**config.mk**
```make
export PLATFORM = sky130hd
export DESIGN_NAME = game_feedback_decoder
export DESIGN_NICKNAME = d
export VERILOG_FILES = /design/src/rtl/game_feedback_decoder.sv
export SDC_FILE = /design/constraint.sdc
export NUM_CORES = 1
export LEC_CHECK = 0
export ABC_AREA = 1
export CAP_MARGIN = 20
export CORE_AREA = 5 5 70 72
export CTS_BUF_LIST = sky130_fd_sc_hd__clkbuf_8
export DETAILED_ROUTE_END_ITERATION = 12
export DIE_AREA = 0 0 75 77
export PLACE_DENSITY = 0.86
export SLEW_MARGIN = 10
export SYNTH_ARGS = -nofsm -noshare
export SYNTH_HDL_FRONTEND = slang
export SYNTH_SLANG_ARGS = --single-unit
```
**constraint.sdc**
```tcl
create_clock -name clk -period 2.3 [get_ports clk]
set_input_delay 0.46 -clock clk [delete_from_list [all_inputs] [get_ports clk]]
set_output_delay 0.46 -clock clk [all_outputs]
set_load 0.1 [all_outputs]
```
**src/rtl/game_feedback_decoder.sv**
```systemverilog
// Feedback-byte decoder for the game-state link: tracks game running state,
// completed-cuisine count, robot status and link silence from UART rx bytes.
module game_feedback_decoder #(
  parameter int unsigned TIMEOUT_CYCLES = 100_000_000,
  parameter int unsigned CNT_MAX        = 7
) (
  input  logic       clk,
  input  logic       rst_n,
  input  logic [7:0] rx_data,
  input  logic       rx_valid,
  output logic       game_running,
  output logic [2:0] complete_num,
  output logic [2:0] last_cuisine_id,
  output logic [5:0] robot_status,
  output logic       status_valid,
  output logic       frame_err,
  output logic [3:0] err_count,
  output logic       link_lost
);

  localparam int unsigned CW = $clog2(TIMEOUT_CYCLES);

  typedef enum logic {
    S_STOPPED = 1'b0,
    S_RUNNING = 1'b1
  } state_e;

  state_e          r_state;
  state_e          w_state_next;
  logic [CW-1:0]   r_tmo_cnt;
  logic [2:0]      r_complete_num;
  logic [2:0]      r_last_cuisine_id;
  logic [5:0]      r_robot_status;
  logic            r_status_valid;
  logic            r_frame_err;
  logic [3:0]      r_err_count;
  logic            r_link_lost;

  logic [1:0]      w_ch;
  logic            w_start;
  logic            w_stop;
  logic            w_cuisine;
  logic            w_robot;
  logic            w_invalid;
  logic            w_timeout;
  logic            w_running;

  assign w_ch      = rx_data[1:0];
  assign w_running = (r_state == S_RUNNING);
  assign w_start   = rx_valid && (w_ch == 2'b01) && (rx_data[3:2] == 2'b10);
  assign w_stop    = rx_valid && (w_ch == 2'b01) && (rx_data[3:2] == 2'b01);
  assign w_cuisine = rx_valid && (w_ch == 2'b10);
  assign w_robot   = rx_valid && (w_ch == 2'b11);
  // Game-state echo with action field 00 or 11 is treated like channel 00.
  assign w_invalid = rx_valid && ((w_ch == 2'b00) ||
                                  ((w_ch == 2'b01) && (rx_data[3] == rx_data[2])));
  // Any received byte in this cycle suppresses the timeout.
  assign w_timeout = w_running && !rx_valid && (r_tmo_cnt == CW'(TIMEOUT_CYCLES - 1));

  // NOTE: state register uses non-blocking assignment; the next-state logic
  // below is combinational and uses blocking assignment.
  always_ff @(posedge clk or negedge rst_n) begin
    if (!rst_n) r_state <= S_STOPPED;
    else        r_state <= w_state_next;
  end

  // NOTE: default assignment first so every path drives w_state_next (no latch).
  always_comb begin
    w_state_next = r_state;
    case (r_state)
      S_STOPPED: if (w_start)              w_state_next = S_RUNNING;
      S_RUNNING: if (w_stop || w_timeout)  w_state_next = S_STOPPED;
      default:                             w_state_next = S_STOPPED;
    endcase
  end

  always_ff @(posedge clk or negedge rst_n) begin
    if (!rst_n) begin
      r_tmo_cnt         <= '0;
      r_complete_num    <= '0;
      r_last_cuisine_id <= '0;
      r_robot_status    <= '0;
      r_status_valid    <= 1'b0;
      r_frame_err       <= 1'b0;
      r_err_count       <= '0;
      r_link_lost       <= 1'b0;
    end else begin
      r_status_valid <= w_robot;
      r_frame_err    <= w_invalid;

      if (rx_valid || !w_running || w_timeout) r_tmo_cnt <= '0;
      else                                     r_tmo_cnt <= r_tmo_cnt + CW'(1);

      if (rx_valid)       r_link_lost <= 1'b0;
      else if (w_timeout) r_link_lost <= 1'b1;

      if (w_start && !w_running) begin
        r_complete_num <= '0;
      end else if (w_cuisine && w_running) begin
        r_last_cuisine_id <= rx_data[4:2];
        if (r_complete_num < 3'(CNT_MAX)) r_complete_num <= r_complete_num + 3'd1;
      end

      if (w_robot) r_robot_status <= rx_data[7:2];

      if (w_invalid && (r_err_count != 4'hF)) r_err_count <= r_err_count + 4'd1;
    end
  end

  assign game_running    = w_running;
  assign complete_num    = r_complete_num;
  assign last_cuisine_id = r_last_cuisine_id;
  assign robot_status    = r_robot_status;
  assign status_valid    = r_status_valid;
  assign frame_err       = r_frame_err;
  assign err_count       = r_err_count;
  assign link_lost       = r_link_lost;

endmodule
```
==> results.yml <==
finish:
  mostFrequentLayoutCell: "nand2_1"
  n_fill_cell: 352
  multi_input_area_um2: 1200
  most-common-layout-cells: "nand2_1 (108), nor2_1 (76), dfrtp_1 (47)"
  regArea_um2: 1180
  diodes: 0
  final_nets: 394
  layout-drive-gt1-share_pct: 10.8
  syn2layout_area_growth_pct: 15.6
  fin_area_um2: 2930
  post-route-util_pct: 69.2
  stdcell_count: 431
sta:
  min_period_ns: 1.80
  fmax_mhz: 557
  setup_viol: 0
  hold_viol: 0
  finalSetupTns_ns: 0
  drv_slew: 0
  finalCritPeriodShare_pct: 78.1
  relSlewSlack_pct: 43.8
  layout_setup_ws_ns: 0.504
  clock_skew_ns: 0.00626
  grt_setup_unrepaired: "no"
  tightest_slew_ns: 0.843
yosys:
  yosys_warnings: 0
  async_flop_share_pct: 100
  synthCells: 340
  syn_area_um2: 2530
  synth-main-ff-cell: "dfrtp_1"
  syn-num-nets: 356
  ys_seq_area_share_pct: 46.4
  synth_edf_count: 0
  synth.avg_cell_area_um2: 7.46
  ys_ff_latch: 47
  synthDistinctLibCells: 22
power:
  power_per_cell_area_nw_per_um2: 906
  leakagePower_nw: 1.32
  peakVddDrop_mv: 1.04
clock_tree:
  numCtsBuffers: 5
  cts.repair.resized: 0
  clk_pin_slew_worst_paths_ns: 0.09
  clock_sinks: 47
  cts.hold.buffers_added: 0
  root_buffer: "clkbuf_8"
  clk-insertion-delay-late_ns: 0.30
  cts_buffer_depth: 2
  cts_tree: "built"
  cts_htree_levels: 2
  cts_setup_buffers: 0
die:
  rows: 24
  die_w_um: 75
  initial_core_util_pct: 59.9
  fp.coreArea_um2: 4230
  io_pins: 31
  die-height_um: 77
  die_area_um2: 5780
routing:
  dr.pass1.iters: 4
  post_drt_wl_per_cell_um: 12.5
  drc: 0
  viasPerCell: 5.17
  drt_iter0_drc: 130
  ant_nets: 0
  drt-total-wl_um: 5390
  vias: 2229
grt:
  grt-ovfl-total: 0
  grt_max_degree: 40
  track_usage_pct: 20.9
  grt_first_pass_wirelength_um: 9450
  grt_antenna_before_repair: 0
  grt_pass1_vias: 2126
outcome:
  outcome: "complete, no violations"
critical_path:
  arrival_ns: 1.98
  critical_path_class: "flop to flop"
  critPathLaunchType: "flop"
  crit_fanout: 27
  end_kind: "flop"
  cp.required_ns: 2.48
  r2r_cells: 8
job:
  max_cap_violations: 0
placement:
  place_inst: 423
  place_ws_ns: 0.175
  io_buffers: 30
  gp_congestion: 0.960
  dpl.hpwl_um: 4160
  postPlaceCellArea_um2: 2850
worst_hold_path:
  hold_path.class: "input pin to asynchronous set/reset pin"
-- per-layer routing --
metal	global-route usage [%]	vias up	routed length (um)
met4	7.30	0	90
met3	5.23	10	376
li1	-	1118	-
met1	28.1	1025	2340
met5	0	-	0
met2	32.5	76	2590
-- synthesized netlist by cell type, types with 5 or more instances --
cell type / n / share of area, %
inv_1: 35 / 5.2
nor2_1: 76 / 11
dfrtp_1: 47 / 46
xnor2_1: 8 / 2.8
xor2_1: 11 / 3.8
o21ai_0: 8 / 1.6
nand2_1: 108 / 16
ha_1: 5 / 2.5
nand3_1: 21 / 4.1
-- flip-flops by register name (all words and copies together) (netlist names) --
| register | flops |
|---|---|
| err_count | 4 |
| status_valid | 1 |
| complete_num | 3 |
| robot_status | 6 |
| link_lost | 1 |
| frame_err | 1 |
| r_tmo_cnt | 27 |
| last_cuisine_id | 3 |
| game_running | 1 |
-- path summary, 6_finish.rpt --
check                                start         endpoint  slack [ns]
setup / recovery              r_tmo_cnt[0]    r_tmo_cnt[14]        0.50
hold / removal                       rst_n     err_count[1]        0.26
setup reg to reg              r_tmo_cnt[0]    r_tmo_cnt[14]        0.50
hold reg to reg            robot_status[4]  robot_status[4]        0.48
max in group asynchronous            rst_n    r_tmo_cnt[13]        1.45
min in group clk           robot_status[4]  robot_status[4]        0.48
-- stage by stage --
stage	power, mW	hold slack [ns]
after floorplan	1.93	0.164
after global placement	2.17	0.462
after detailed placement	2.20	0.464
after CTS	2.67	0.278
after global routing	2.78	0.334
final	2.66	0.255
-- kinds of logic (layout without fill, tap and decap cells) --
kind of cell               after synthesis  after routing  synth area share, %
buffers and inverters                   38             77                 6.22
adders and majority gates                5              5                 2.47
muxes                                    1              1                0.395
xor gates and xnor gates                19             19                 6.56
AOI/OAI and AO/OA                       12             12                 2.52
DFF                                     47             47                 46.4
and+or+nand+nor                        218            218                 35.4
-- area by class of cell --
type	instances	share of cell area, %
Multi-Input combinational cell	255	41.0
Sequential cell	47	40.1
Timing Repair Buffer	33	9.14
Inverter	36	4.61
Clock buffer	5	2.35
Tap cell	52	2.22
Clock inverter	3	0.555
-- worst max-delay path, stage by stage, from the launching register on --
cell     delay [ns]
dfrtp_1        0.47
ha_1           0.35
nand3_2        0.15
inv_2          0.11
nand2_4        0.08
nor2_4         0.11
nand2_2        0.06
nand2_4        0.24
nor2_1         0.09
-- power breakdown --
part / switching (mW) / internal [mW]
registers: 0.104 / 0.928
logic: 0.908 / 0.231
clock network: 0.276 / 0.208
Note: power is estimated with default switching activity, not from simulation.
